===== config.mk =====
export PLATFORM = sky130hd
export DESIGN_NAME = shape_mask_collector
export DESIGN_NICKNAME = d
export VERILOG_FILES = /design/src/rtl/shape_mask_collector_pkg.sv /design/src/rtl/shape_mask_collector_stepper.sv /design/src/rtl/shape_mask_collector.sv
export SDC_FILE = /design/constraint.sdc
export NUM_CORES = 1
export LEC_CHECK = 0
export CAP_MARGIN = 30
export CORE_ASPECT_RATIO = 2
export CORE_MARGIN = 5
export CORE_UTILIZATION = 46
export DETAILED_ROUTE_END_ITERATION = 7
export GPL_TIMING_DRIVEN = 0
export PLACE_DENSITY = 0.9
export SYNTH_ARGS = -nofsm -noshare
export SYNTH_HDL_FRONTEND = slang
export SYNTH_SLANG_ARGS = --single-unit

===== constraint.sdc =====
create_clock -name clk -period 2.7 [get_ports clk]
set_input_delay 0.405 -clock clk [delete_from_list [all_inputs] [get_ports clk]]
set_output_delay 0.405 -clock clk [all_outputs]
set_load 0.03 [all_outputs]

===== src/rtl/shape_mask_collector_pkg.sv =====
// Shared types for shape_mask_collector: FSM state, pixel coordinate, shape index.
`ifndef INT_BITS
`define INT_BITS 8
`endif

package shape_mask_collector_pkg;
  localparam int PIX_W = 12;

  typedef enum logic [1:0] {IDLE, ISSUE, WAIT, DONE} state_t;

  typedef struct packed {
    logic [PIX_W-1:0] x;
    logic [PIX_W-1:0] y;
  } pix_t;

  typedef logic [`INT_BITS-1:0] shp_idx_t;
endpackage


===== src/rtl/shape_mask_collector_stepper.sv =====
// Shape index counter: clamped shape count, last-index flag, latched enables and
// (with SHAPE_SKIP_EN) a skip flag for disabled shapes.
module shape_mask_collector_stepper
  import shape_mask_collector_pkg::*;
#(
  parameter int MAXSHP = 16
) (
  input  logic              clk,
  input  logic              rst_n,
  input  logic              load,
  input  logic              step,
  input  shp_idx_t          shape_count,
  input  logic [MAXSHP-1:0] shape_enable,
  output shp_idx_t          idx,
  output logic              n_zero,
  output logic              last,
  output logic              cur_en,
  output logic              skip
);
  shp_idx_t          n_clamp, last_idx;
  logic [MAXSHP-1:0] en_q;

  assign n_clamp = (shape_count > shp_idx_t'(MAXSHP)) ? shp_idx_t'(MAXSHP) : shape_count;
  assign n_zero  = (n_clamp == '0);

  // last_idx is only consulted when n>0, so the n==0 wrap is harmless
  always_ff @(posedge clk or negedge rst_n) begin
    if (!rst_n) begin
      idx      <= '0;
      last_idx <= '0;
      en_q     <= '0;
    end else if (load) begin
      idx      <= '0;
      last_idx <= n_clamp - 1'b1;
      en_q     <= shape_enable;
    end else if (step) begin
      idx <= idx + 1'b1;
    end
  end

  assign last = (idx == last_idx);

  always_comb begin
    cur_en = 1'b0;
    for (int k = 0; k < MAXSHP; k++)
      if (idx == shp_idx_t'(k)) cur_en = en_q[k];
  end

`ifdef SHAPE_SKIP_EN
  assign skip = ~cur_en;
`else
  assign skip = 1'b0;
`endif
endmodule


===== src/rtl/shape_mask_collector.sv =====
// Per-pixel shape coverage mask builder; queries the hit-test unit once per shape.
// Optional SHAPE_SKIP_EN: disabled shapes are stepped over without a query.
module shape_mask_collector
  import shape_mask_collector_pkg::*;
#(
  parameter int PIXLW  = PIX_W,
  parameter int MAXSHP = 16
) (
  input  logic              clk,
  input  logic              rst_n,
  input  logic              px_valid,
  output logic              px_ready,
  input  logic [PIXLW-1:0]  px_x,
  input  logic [PIXLW-1:0]  px_y,
  input  shp_idx_t          shape_count,
  input  logic [MAXSHP-1:0] shape_enable,
  output logic              q_valid,
  input  logic              q_ready,
  output shp_idx_t          q_id,
  output logic [PIXLW-1:0]  q_x,
  output logic [PIXLW-1:0]  q_y,
  input  logic              r_valid,
  input  logic              r_hit,
  output logic              mask_valid,
  input  logic              mask_ready,
  output logic [MAXSHP-1:0] mask,
  output logic [PIXLW-1:0]  mask_x,
  output logic [PIXLW-1:0]  mask_y
);
  state_t            state, nstate;
  logic              ld, step, acc_wr;
  logic              n_zero, last, cur_en, skip;
  shp_idx_t          idx;
  logic [PIXLW-1:0]  x_q, y_q;
  logic [MAXSHP-1:0] acc;

  shape_mask_collector_stepper #(.MAXSHP(MAXSHP)) u_step (
    .clk          (clk),
    .rst_n        (rst_n),
    .load         (ld),
    .step         (step),
    .shape_count  (shape_count),
    .shape_enable (shape_enable),
    .idx          (idx),
    .n_zero       (n_zero),
    .last         (last),
    .cur_en       (cur_en),
    .skip         (skip)
  );

  always_comb begin
    nstate     = state;
    px_ready   = 1'b0;
    q_valid    = 1'b0;
    mask_valid = 1'b0;
    ld         = 1'b0;
    step       = 1'b0;
    acc_wr     = 1'b0;
    unique case (state)
      IDLE: begin
        px_ready = 1'b1;
        if (px_valid) begin
          ld     = 1'b1;
          nstate = n_zero ? DONE : ISSUE;
        end
      end
      ISSUE: begin
        if (skip) begin
          // disabled shape: its accumulator bit stays at the cleared 0
          if (last) nstate = DONE;
          else      step   = 1'b1;
        end else begin
          q_valid = 1'b1;
          if (q_ready) nstate = WAIT;
        end
      end
      WAIT: begin
        if (r_valid) begin
          acc_wr = 1'b1;
          if (last) nstate = DONE;
          else begin
            step   = 1'b1;
            nstate = ISSUE;
          end
        end
      end
      DONE: begin
        mask_valid = 1'b1;
        if (mask_ready) nstate = IDLE;
      end
      default: nstate = IDLE;
    endcase
  end

  always_ff @(posedge clk or negedge rst_n) begin
    if (!rst_n) begin
      state <= IDLE;
      x_q   <= '0;
      y_q   <= '0;
      acc   <= '0;
    end else begin
      state <= nstate;
      if (ld) begin
        x_q <= px_x;
        y_q <= px_y;
        acc <= '0;
      end else if (acc_wr) begin
        for (int k = 0; k < MAXSHP; k++)
          if (idx == shp_idx_t'(k)) acc[k] <= r_hit & cur_en;
      end
    end
  end

  assign q_id   = idx;
  assign q_x    = x_q;
  assign q_y    = y_q;
  assign mask   = acc;
  assign mask_x = x_q;
  assign mask_y = y_q;
endmodule


==> results of run 1 <==
## kinds of logic (layout without fill, tap and decap cells)
logic type | after synthesis | after routing | share of synthesized area, %
adders and majority gates | 6 | 6 | 1.919
DFF | 74 | 74 | 47.34
xor gates and xnor gates | 14 | 14 | 3.135
muxes | 5 | 5 | 1.344
AOI/OAI and AO/OA | 73 | 73 | 13.18
buffers and inverters | 57 | 202 | 8.445
and+or+nand+nor | 209 | 209 | 24.63
## per-stage QoR
step / instance area (um2) / util [%] / setup WS [ns] / hold slack (ns)
floorplan: 3911 / - / 0.4048 / 0.1094
global placement: 5325 / 64.22 / -1.168 / 0.4639
detailed placement: 5323 / 64.19 / 0.1029 / 0.4773
CTS: 5622 / 67.80 / 0.3519 / 0.2546
global route: 5622 / 67.80 / 0.1516 / 0.2960
finish: 5622 / 67.80 / 0.3318 / 0.2118
## power by group through the flow
stage | Sequential [uW] | Combinational (uW) | Clock, uW
after floorplan | 2310 | 1770 | 0
after global routing | 1920 | 3880 | 1260
after global placement | 1840 | 3520 | 0
after detailed placement | 1870 | 3630 | 0
final | 1860 | 3630 | 1200
after CTS | 1860 | 3650 | 1210
## state kept, by name, summed over array words and instances, names as in the netlist
signal,flops
mask,16
u_step.en_q,16
mask_x,12
mask_y,12
u_step.idx,8
u_step.last_idx,8
state,2
## layout make-up
cell class / instances / area (um2) / area share [%]
plain buffers: 49 / 300.3 / 5.342
clock buffers: 14 / 264.0 / 4.696
clock inverters: 2 / 35.03 / 0.6232
inverters: 8 / 30.03 / 0.5342
multi-input cells: 307 / 1729 / 30.76
flip-flops and latches: 74 / 1852 / 32.94
well taps: 98 / 122.6 / 2.181
repair buffers: 129 / 1289 / 22.92
## worst paths after layout
kind                                     from               to  slack (ns)  cells after the start
worst min-delay path                    rst_n         state[0]        0.21                      1
min in group clk                      mask[6]          mask[6]        0.49                      2
worst max-delay path            u_step.idx[0]          mask[5]        0.33                      6
worst max register to register  u_step.idx[0]          mask[5]        0.33                      6
worst min register to register        mask[6]          mask[6]        0.49                      2
max in group asynchronous               rst_n  u_step.en_q[12]        1.89                      1
## cell usage in the layout, fill, tap and decap left out, types with 3 or more instances in the layout
cell type                           n
sky130_fd_sc_hd__clkdlybuf4s50_1  128
sky130_fd_sc_hd__ha_1               6
sky130_fd_sc_hd__inv_1              8
sky130_fd_sc_hd__clkbuf_16          9
sky130_fd_sc_hd__a31oi_1            9
sky130_fd_sc_hd__o211ai_1           7
sky130_fd_sc_hd__o21ai_0           17
sky130_fd_sc_hd__nand3_1            3
sky130_fd_sc_hd__nand4_1            8
sky130_fd_sc_hd__dfrtp_1           74
sky130_fd_sc_hd__nor4_2             3
sky130_fd_sc_hd__clkbuf_1          14
sky130_fd_sc_hd__buf_2             12
sky130_fd_sc_hd__o22ai_1            3
sky130_fd_sc_hd__a21oi_1            4
sky130_fd_sc_hd__or3_1              3
sky130_fd_sc_hd__o21ai_1           14
sky130_fd_sc_hd__xnor2_1            5
sky130_fd_sc_hd__nand2_1          150
sky130_fd_sc_hd__nand3b_1           3
sky130_fd_sc_hd__xor2_1             9
sky130_fd_sc_hd__and2_1             4
sky130_fd_sc_hd__buf_4             26
sky130_fd_sc_hd__nor2b_1            6
sky130_fd_sc_hd__nand4b_1           3
sky130_fd_sc_hd__nor2_1            13
sky130_fd_sc_hd__mux2i_1            3
## critical path, delay by kind of cell (launching register included)
family          cells  cell delay [ns]
simple gates        1             0.10
fa+ha+maj           1             0.37
flops               1             0.49
buf+inv             1             0.41
compound gates      3             0.86
## synth_stat cells, types with 4 or more instances
cell type	instances
sky130_fd_sc_hd__and2_1	4
sky130_fd_sc_hd__buf_2	12
sky130_fd_sc_hd__xor2_1	9
sky130_fd_sc_hd__nand2_1	150
sky130_fd_sc_hd__buf_4	25
sky130_fd_sc_hd__ha_1	6
sky130_fd_sc_hd__o21ai_0	17
sky130_fd_sc_hd__clkbuf_1	11
sky130_fd_sc_hd__o211ai_1	7
sky130_fd_sc_hd__nor2b_1	6
sky130_fd_sc_hd__o21ai_1	14
sky130_fd_sc_hd__a31oi_1	9
sky130_fd_sc_hd__xnor2_1	5
sky130_fd_sc_hd__inv_1	8
sky130_fd_sc_hd__a21oi_1	4
sky130_fd_sc_hd__nor2_1	13
sky130_fd_sc_hd__nand4_1	8
sky130_fd_sc_hd__dfrtp_1	74
## metal layers
metal  routed length (um)  global-route usage, %  up-vias
li1                     -                      -     1723
met5                    0                      0        -
met4                  643                  14.75        0
met2                 6476                  41.26      141
met3                  559                  4.161       47
met1                 3686                  22.54     1711
==> run summary, run 1 <==
via count of the first global-routing pass -> 3897
number of ports placed on the die boundary -> 130
type of origin of the critical path -> flip-flop
depth of the CTS H-tree -> 3
filler cell count -> 633
transition at the pin with the smallest max-transition slack -> 0.9337 ns
final worst path period need -> 2.368 ns
total routed wirelength -> 11.37 mm
number of max-cap violations -> 0
clk root buf -> sky130_fd_sc_hd__clkbuf_16
setup tns final -> 0 ns
total die area -> 0.01056 mm2
count of flip-flops with a built-in enable after synthesis -> 0
half-perimeter wire length of the detailed placement result -> 8.776 mm
outcome -> completed
Critical Path RT -> 2.90 ns
switching power total -> 2867 uW
cells along the critical path -> ha_1, clkbuf_1, nor2_1, o221a_2, a211oi_4, o21ai_1
final slew viol count -> 0
Net Sw Frac -> 42.86%
top cell type by total area after synthesis -> sky130_fd_sc_hd__dfrtp_1
warnings from Yosys -> 0
first-pass iteration count of the detailed router -> 4
portion of synthesized cell area occupied by the leading cell type -> 47.34%
Site Rows -> 47
Overall Power -> 6690 uW
internal power component -> 3823 uW
pin count of the biggest net entering global routing -> 75
total clock buffers created by CTS -> 9
normalized max-slew margin -> 37.75%
number of setup buffers added after CTS -> 0
synthesized instance count -> 438
category of the most critical setup path -> flip-flop to flip-flop
CTS tree -> done
latest clock arrival within the worst-skew pair -> 0.33 ns
part of the power in registers -> 27.8%
routability cong. -> 0.8764
RSZ-0062 raised after global routing -> false
number of placed instances, taps included -> 665
Max IR drop VDD -> 731.2 uV
overall routing resource usage -> 22.88%
highest attainable clock frequency -> 0.4223 GHz
post-cts repair resize count -> 0
final antenna-violating net count -> 0
number of hold buffers added after CTS -> 0
effective utilization at floorplan -> 47.17%
synthesized netlist net count -> 499
drt via density -> 5.319
wire per inst -> 16.69 um
floorplan die height -> 140.4 um
critical path's largest stage delay -> 0.49 ns
# port buffers -> 129
clock tree skew after final layout -> 0.004738 ns
sequential-to-total area share from yosys stat -> 47.34%
clock group share of total power -> 18.0%
period utilization -> 87.71%
crit-path max FO -> 10
Post-Synthesis Cell Area -> 0.003911 mm2
nets@finish -> 639
growth of design area from synthesis to finish -> 43.73%
synthesized area per cell -> 8.930 um2
Max clock buf depth -> 2
share of power burned in combinational logic -> 54.2%
clock-pin slew on the worst setup and hold paths -> 0.06 ns
Worst Setup End Kind -> flip-flop
antenna violations before repair -> 0
global-route wire length before repair -> 18.51 mm
x dimension of the die -> 75.20 um
largest cells by area after synthesis -> sky130_fd_sc_hd__dfrtp_1 47%, sky130_fd_sc_hd__nand2_1 14%, sky130_fd_sc_hd__buf_4 4.8%
Final Setup Violations -> 0
share of cells above drive strength 1 -> 11.66%
primary flip-flop cell chosen by synthesis mapping -> sky130_fd_sc_hd__dfrtp_1
post-synthesis register bit count -> 74
power density relative to cell area -> 1190 mW/mm2
min-delay worst type -> input port to async pin
number of violations reported at the end of detailed-routing iteration 0 -> 192
TritonCTS Sinks -> 74
total gr overflow -> 0
via count -> 3622
number of standard cells in the layout, taps in and fillers out -> 681
area of the core -> 0.008292 mm2
leakage -> 0.002523 uW
fraction of registers with async set or reset after synthesis -> 100.0%
ANT cells -> 0
count of different cell masters after synthesis -> 53
post-detailed-route DRC marker count -> 0
Final Hold Fails -> 0
arrival time of the worst setup path -> 2.57 ns
slowest cell on the critical path -> sky130_fd_sc_hd__dfrtp_1
Note: power is estimated with default switching activity, not from simulation.
==> inputs of run 2 (changes only) <==
--- a/config.mk
+++ b/config.mk
@@ -7,10 +7,8 @@
 export LEC_CHECK = 0
 export CAP_MARGIN = 30
 export CORE_ASPECT_RATIO = 2
-export CORE_MARGIN = 5
 export CORE_UTILIZATION = 46
 export DETAILED_ROUTE_END_ITERATION = 7
-export GPL_TIMING_DRIVEN = 0
 export PLACE_DENSITY = 0.9
 export SYNTH_ARGS = -nofsm -noshare
 export SYNTH_HDL_FRONTEND = slang
==> run 2 against run 1 <==
Sequential share of layout area grew 1.3 points. Clock skew shrank 0.00059 ns. Global-route usage grew 2.4 points. Flip-flop and latch count is the same. Clock-buffer cell count is the same. First-iteration DRC count grew 37%. Register-to-register slack lost 0.04 ns. Routed wire length shrank 11%. Hold slack gained 0.18 ns. Critical path depth is the same. Largest power group unchanged.
==> run summary, run 2 (synthesized netlist as in run 1, its figures left out) <==
outcome -> completed (unchanged)
TritonCTS Sinks -> 74 (unchanged)
wire per inst -> 15.83 um (was 16.69 um)
post-route core utilization -> 65.74% (was 67.80%)
latest clock arrival within the worst-skew pair -> 0.34 ns (was 0.33 ns)
flop-to-flop setup slack -> 0.29 ns (was 0.33 ns)
normalized max-slew margin -> 60.06% (was 37.75%)
multi-input combinational cell area -> 0.001738 mm2 (was 0.001729 mm2)
type of origin of the critical path -> flip-flop (unchanged)
Critical Path RT -> 2.95 ns (was 2.90 ns)
arrival time of the worst setup path -> 2.66 ns (was 2.57 ns)
routability cong. -> 0.8658 (was 0.8764)
area of the core -> 0.008233 mm2 (was 0.008292 mm2)
pin count of the biggest net entering global routing -> 75 (unchanged)
number of standard cells in the layout, taps in and fillers out -> 640 (was 681)
final worst path period need -> 2.410 ns (was 2.368 ns)
CTS tree -> done (unchanged)
ANT cells -> 0 (unchanged)
clk root buf -> sky130_fd_sc_hd__clkbuf_16 (unchanged)
post-route cell area -> 0.005413 mm2 (was 0.005622 mm2)
filler cell count -> 655 (was 633)
Worst Setup End Kind -> flip-flop (unchanged)
startpoint of the most critical register-to-register path -> u_step.idx[0] (unchanged)
period utilization -> 89.27% (was 87.71%)
highest attainable clock frequency -> 0.4149 GHz (was 0.4223 GHz)
# port buffers -> 129 (unchanged)
leakage -> 0.002380 uW (was 0.002523 uW)
Register Area -> 0.001852 mm2 (unchanged)
clock-pin slew on the worst setup and hold paths -> 0.05 ns (was 0.06 ns)
number of placed instances, taps included -> 622 (was 665)
cells along the critical path -> ha_1, nor2b_4, a221o_1, a32oi_4, o21ai_4, o31ai_2 (was ha_1, clkbuf_1, nor2_1, o221a_2, a211oi_4, o21ai_1)
floorplan die height -> 132.4 um (was 140.4 um)
slowest cell on the critical path -> sky130_fd_sc_hd__ha_1 (was sky130_fd_sc_hd__dfrtp_1)
Max clock buf depth -> 2 (unchanged)
min-delay worst type -> input port to async pin (unchanged)
nets@finish -> 598 (was 639)
overall routing resource usage -> 25.23% (was 22.88%)
global-route wire length before repair -> 16.66 mm (was 18.51 mm)
Max IR drop VDD -> 821.1 uV (was 731.2 uV)
via count of the first global-routing pass -> 3435 (was 3897)
most frequent cells in the layout -> 149 x sky130_fd_sc_hd__nand2_1, 128 x sky130_fd_sc_hd__clkdlybuf4s50_1, 74 x sky130_fd_sc_hd__dfrtp_1 (was 150 x sky130_fd_sc_hd__nand2_1, 128 x sky130_fd_sc_hd__clkdlybuf4s50_1, 74 x sky130_fd_sc_hd__dfrtp_1)
x dimension of the die -> 67.20 um (was 75.20 um)
category of the most critical setup path -> flip-flop to flip-flop (unchanged)
CP Buf/Inv Count -> 0 (was 1)
total routed wirelength -> 10.13 mm (was 11.37 mm)
power density relative to cell area -> 1176 mW/mm2 (was 1190 mW/mm2)
post-cts repair resize count -> 0 (unchanged)
clock tree skew after final layout -> 0.004148 ns (was 0.004738 ns)
effective utilization at floorplan -> 47.51% (was 47.17%)
number of max-cap violations -> 0 (unchanged)
total gr overflow -> 0 (unchanged)
Site Rows -> 47 (unchanged)
depth of the CTS H-tree -> 3 (unchanged)
final antenna-violating net count -> 0 (unchanged)
number of violations reported at the end of detailed-routing iteration 0 -> 263 (was 192)
Final Hold Fails -> 0 (unchanged)
share of cells above drive strength 1 -> 7.011% (was 11.66%)
critical path's largest stage delay -> 0.56 ns (was 0.49 ns)
number of ports placed on the die boundary -> 130 (unchanged)
Worst R2R Path Depth -> 6 (unchanged)
half-perimeter wire length of the detailed placement result -> 7.461 mm (was 8.776 mm)
worst slack on hold paths -> 0.3962 ns (was 0.2118 ns)
post-detailed-route DRC marker count -> 0 (unchanged)
RSZ-0062 raised after global routing -> false (unchanged)
antenna violations before repair -> 0 (unchanged)
family of cells with the greatest summed delay on the critical path -> compound AO/OA/AOI/OAI gates (unchanged)
growth of design area from synthesis to finish -> 38.39% (was 43.73%)
final slew viol count -> 0 (unchanged)
placed instance area -> 0.005076 mm2 (was 0.005323 mm2)
drt via density -> 5.386 (was 5.319)
total clock buffers created by CTS -> 9 (unchanged)
number of setup buffers added after CTS -> 0 (unchanged)
Final Setup Violations -> 0 (unchanged)
crit-path max FO -> 15 (was 10)
first-pass iteration count of the detailed router -> 4 (unchanged)
capture point of the worst reg-to-reg path -> mask[9] (was mask[5])
transition at the pin with the smallest max-transition slack -> 0.5975 ns (was 0.9337 ns)
via count -> 3447 (was 3622)
setup tns final -> 0 ns (unchanged)
leading cell type in the layout, fill and taps excluded -> sky130_fd_sc_hd__nand2_1 (unchanged)
total die area -> 0.008898 mm2 (was 0.01056 mm2)
number of hold buffers added after CTS -> 0 (unchanged)
## run 2: cell count changes in the layout (fill, tap and decap cells not counted)
cell                            delta
sky130_fd_sc_hd__buf_4            -19
sky130_fd_sc_hd__clkbuf_1         -11
sky130_fd_sc_hd__buf_16            +1
sky130_fd_sc_hd__nand2_1           -1
sky130_fd_sc_hd__buf_6             -1
sky130_fd_sc_hd__buf_2            -12
sky130_fd_sc_hd__nor3b_4           +1
sky130_fd_sc_hd__dlygate4sd3_1     +1
sky130_fd_sc_hd__nand2_2           +1
sky130_fd_sc_hd__nor3b_2           -1
## run 2: worst max path at each step
stage,start,to,slack (ns),cells past startpoint
finish,u_step.idx[0],mask[9],0.29,6
global route,u_step.idx[0],mask[9],0.13,6
floorplan,u_step.idx[0],mask[9],0.40,8
detailed placement,u_step.idx[0],mask[9],0.33,6
CTS,u_step.idx[0],mask[9],0.31,6
global placement,u_step.idx[0],mask[9],0.46,6
## run 2: area by class of cell
cell class,instances,share of cell area (%)
timing repair buffer,137,25.34
inverter,8,0.5548
clock buffer,14,4.877
clock inverter,2,0.6472
multi-input combinational,307,32.11
sequential,74,34.21
tap,98,2.265
## run 2: routing by layer
layer	global-route usage [%]	up-vias	wire length, um
met5	0	-	0
met4	15.13	0	473
met3	5.017	37	405
met2	42.78	126	5631
met1	27.71	1629	3623
li1	-	1655	-
## run 2: through the flow
step	power [uW]	setup WS [ns]
final	6365	0.2898
after global routing	6723	0.1337
after CTS	6392	0.3110
after detailed placement	5172	0.3315
after global placement	5069	0.4606
after floorplan	4082	0.4048
## run 2: power by group
part / leakage, uW / switching (uW) / total [uW] / internal (uW)
clock: 0.000147 / 434 / 1200 / 765
combinational: 0.00130 / 1960 / 3270 / 1310
sequential: 0.000937 / 363 / 1900 / 1530
total: 0.00238 / 2760 / 6370 / 3610
==> inputs of run 3 (changes only) <==
--- a/config.mk
+++ b/config.mk
@@ -7,9 +7,9 @@
 export LEC_CHECK = 0
 export CAP_MARGIN = 30
 export CORE_ASPECT_RATIO = 2
-export CORE_UTILIZATION = 46
+export CORE_UTILIZATION = 50
 export DETAILED_ROUTE_END_ITERATION = 7
-export PLACE_DENSITY = 0.9
+export PLACE_DENSITY = 0.95
 export SYNTH_ARGS = -nofsm -noshare
 export SYNTH_HDL_FRONTEND = slang
 export SYNTH_SLANG_ARGS = --single-unit
==> constraint.sdc (replaced) <==
create_clock -name clk -period 3.1 [get_ports clk]
set_input_delay 0.465 -clock clk [delete_from_list [all_inputs] [get_ports clk]]
set_output_delay 0.465 -clock clk [all_outputs]
set_load 0.03 [all_outputs]
==> run 3 against run 2 <==
Sequential share of layout area rose by 0.62 points. Final cell count fell by 1.3%. Routed wire length rose by 0.40%. Combinational power fell by 12%. Cell area fell by 1.8%. Critical path type unchanged.
==> run summary, run 3 (synthesized netlist as in run 1, its figures left out) <==
setup tns final -> 0 ns (unchanged)
critical path's largest stage delay -> 0.92 ns (was 0.56 ns)
startpoint of the most critical register-to-register path -> u_step.idx[4] (was u_step.idx[0])
post-detailed-route DRC marker count -> 0 (unchanged)
final worst path period need -> 2.559 ns (was 2.410 ns)
clk root buf -> sky130_fd_sc_hd__clkbuf_16 (unchanged)
power density relative to cell area -> 1019 mW/mm2 (was 1176 mW/mm2)
number of ports placed on the die boundary -> 130 (unchanged)
Final Hold Fails -> 0 (unchanged)
routability cong. -> 0.8958 (was 0.8658)
RSZ-0062 raised after global routing -> false (unchanged)
number of standard cells in the layout, taps in and fillers out -> 632 (was 640)
total gr overflow -> 0 (unchanged)
floorplan die height -> 127.1 um (was 132.4 um)
outcome -> completed (unchanged)
via count -> 3570 (was 3447)
period utilization -> 82.55% (was 89.27%)
number of max-cap violations -> 0 (unchanged)
first-pass iteration count of the detailed router -> 6 (was 4)
cells along the critical path -> nor4_2, nand2_1, o21ai_0, nand4_1, o22ai_1 (was ha_1, nor2b_4, a221o_1, a32oi_4, o21ai_4, o31ai_2)
normalized max-slew margin -> 32.92% (was 60.06%)
Worst R2R Path Depth -> 5 (was 6)
arrival time of the worst setup path -> 2.81 ns (was 2.66 ns)
Max clock buf depth -> 2 (unchanged)
via count of the first global-routing pass -> 3515 (was 3435)
area of the core -> 0.007601 mm2 (was 0.008233 mm2)
number of hold buffers added after CTS -> 0 (unchanged)
x dimension of the die -> 64.54 um (was 67.20 um)
Critical Path Start -> u_step.idx[4] (was u_step.idx[0])
total die area -> 0.008202 mm2 (was 0.008898 mm2)
number of setup buffers added after CTS -> 0 (unchanged)
Site Rows -> 45 (was 47)
filler cell count -> 573 (was 655)
placed instance area -> 0.005064 mm2 (was 0.005076 mm2)
transition at the pin with the smallest max-transition slack -> 0.9979 ns (was 0.5975 ns)
highest attainable clock frequency -> 0.3908 GHz (was 0.4149 GHz)
worst slack on hold paths -> 0.2462 ns (was 0.3962 ns)
growth of design area from synthesis to finish -> 35.92% (was 38.39%)
most frequent cells in the layout -> 149 x sky130_fd_sc_hd__nand2_1, 128 x sky130_fd_sc_hd__clkdlybuf4s50_1, 74 x sky130_fd_sc_hd__dfrtp_1 (unchanged)
switching power total -> 2414 uW (was 2757 uW)
Max IR drop VDD -> 692.9 uV (was 821.1 uV)
Net Sw Frac -> 44.56% (was 43.32%)
min-delay worst type -> input port to async pin (unchanged)
Worst Setup End Kind -> flip-flop (unchanged)
category of the most critical setup path -> flip-flop to flip-flop (unchanged)
latest clock arrival within the worst-skew pair -> 0.34 ns (about the same)
drt via density -> 5.649 (was 5.386)
clock group share of total power -> 16.8% (was 18.8%)
antenna violations before repair -> 0 (unchanged)
number of violations reported at the end of detailed-routing iteration 0 -> 379 (was 263)
share of cells above drive strength 1 -> 6.691% (was 7.011%)
total clock buffers created by CTS -> 9 (unchanged)
Critical Path RT -> 3.35 ns (was 2.95 ns)
post-route cell area -> 0.005316 mm2 (was 0.005413 mm2)
ANT cells -> 0 (unchanged)
post-cts repair resize count -> 0 (unchanged)
type of origin of the critical path -> flip-flop (unchanged)
final antenna-violating net count -> 0 (unchanged)
Overall Power -> 5417 uW (was 6365 uW)
global-route wire length before repair -> 16.37 mm (was 16.66 mm)
number of placed instances, taps included -> 617 (was 622)
leading cell type in the layout, fill and taps excluded -> sky130_fd_sc_hd__nand2_1 (unchanged)
TritonCTS Sinks -> 74 (unchanged)
wire per inst -> 16.10 um (was 15.83 um)
share of power burned in combinational logic -> 52.9% (was 51.4%)
overall routing resource usage -> 26.26% (was 25.23%)
crit-path max FO -> 11 (was 15)
effective utilization at floorplan -> 51.46% (was 47.51%)
# port buffers -> 129 (unchanged)
part of the power in registers -> 30.3% (was 29.8%)
nets@finish -> 595 (was 598)
slowest cell on the critical path -> sky130_fd_sc_hd__nor4_2 (was sky130_fd_sc_hd__ha_1)
internal power component -> 3003 uW (was 3608 uW)
clock-pin slew on the worst setup and hold paths -> 0.05 ns (about the same)
leakage -> 0.002340 uW (was 0.002380 uW)
total routed wirelength -> 10.18 mm (was 10.13 mm)
depth of the CTS H-tree -> 3 (unchanged)
Final Setup Violations -> 0 (unchanged)
clock tree skew after final layout -> 0.003692 ns (was 0.004148 ns)
half-perimeter wire length of the detailed placement result -> 7.338 mm (was 7.461 mm)
CTS tree -> done (unchanged)
final slew viol count -> 0 (unchanged)
pin count of the biggest net entering global routing -> 75 (unchanged)
[run 3: cell types whose count changed in the layout (fill, tap and decap cells not counted)]
cell and delta:
sky130_fd_sc_hd__clkbuf_1 -1, sky130_fd_sc_hd__buf_16 -1, sky130_fd_sc_hd__bufinv_16 -1, sky130_fd_sc_hd__buf_4 -1, sky130_fd_sc_hd__clkbuf_8 -2, sky130_fd_sc_hd__dlygate4sd3_1 -1, sky130_fd_sc_hd__clkinv_2 +3
[run 3: worst paths after layout]
path	end	slack, ns
worst max-delay path	mask[4]	0.54
worst min register to register	u_step.en_q[12]	0.48
min in group clk	u_step.en_q[12]	0.48
max in group asynchronous	u_step.en_q[4]	2.27
worst min-delay path	mask_y[4]	0.25
worst max register to register	mask[4]	0.54
[run 3: cell type report]
cell class / instances / area, um2 / area share [%]
clock buffers: 11 / 232.7 / 4.377
clock inverters: 4 / 20.02 / 0.3766
inverters: 8 / 30.03 / 0.5648
multi-input cells: 307 / 1738 / 32.69
flip-flops and latches: 74 / 1852 / 34.83
well taps: 94 / 117.6 / 2.212
repair buffers: 134 / 1326 / 24.95
[run 3: power groups by stage]
stage	Sequential (uW)	Combinational, uW	Clock [uW]
final	1640	2870	911
after global routing	1690	3060	964
after CTS	1640	2870	915
after detailed placement	1650	2850	0
after global placement	1620	2770	0
after floorplan	2010	1540	0
[run 3: per-layer routing]
metal  vias to the layer above  share of wire (%)  GRT usage [%]
met5                         -                  0              0
met4                         0                4.5          16.73
met3                        41                5.2          5.179
met2                       164                 56          46.93
met1                      1729                 34          27.14
li1                       1636                  -              -
[run 3: worst max-delay path: cells and delay by family (launching register included)]
kind	cells	cell delay [ns]
DFF	1	0.50
and+or+nand+nor	3	1.41
AOI/OAI and AO/OA	2	0.56
[run 3: per-stage QoR]
step | util (%) | setup slack [ns]
3_5_place_dp | 66.62 | 0.7222
2_1_floorplan | - | 0.8048
5_1_grt | 69.94 | 0.3391
3_3_place_gp | 66.62 | 0.7624
6_report | 69.94 | 0.5409
4_1_cts | 69.94 | 0.6925
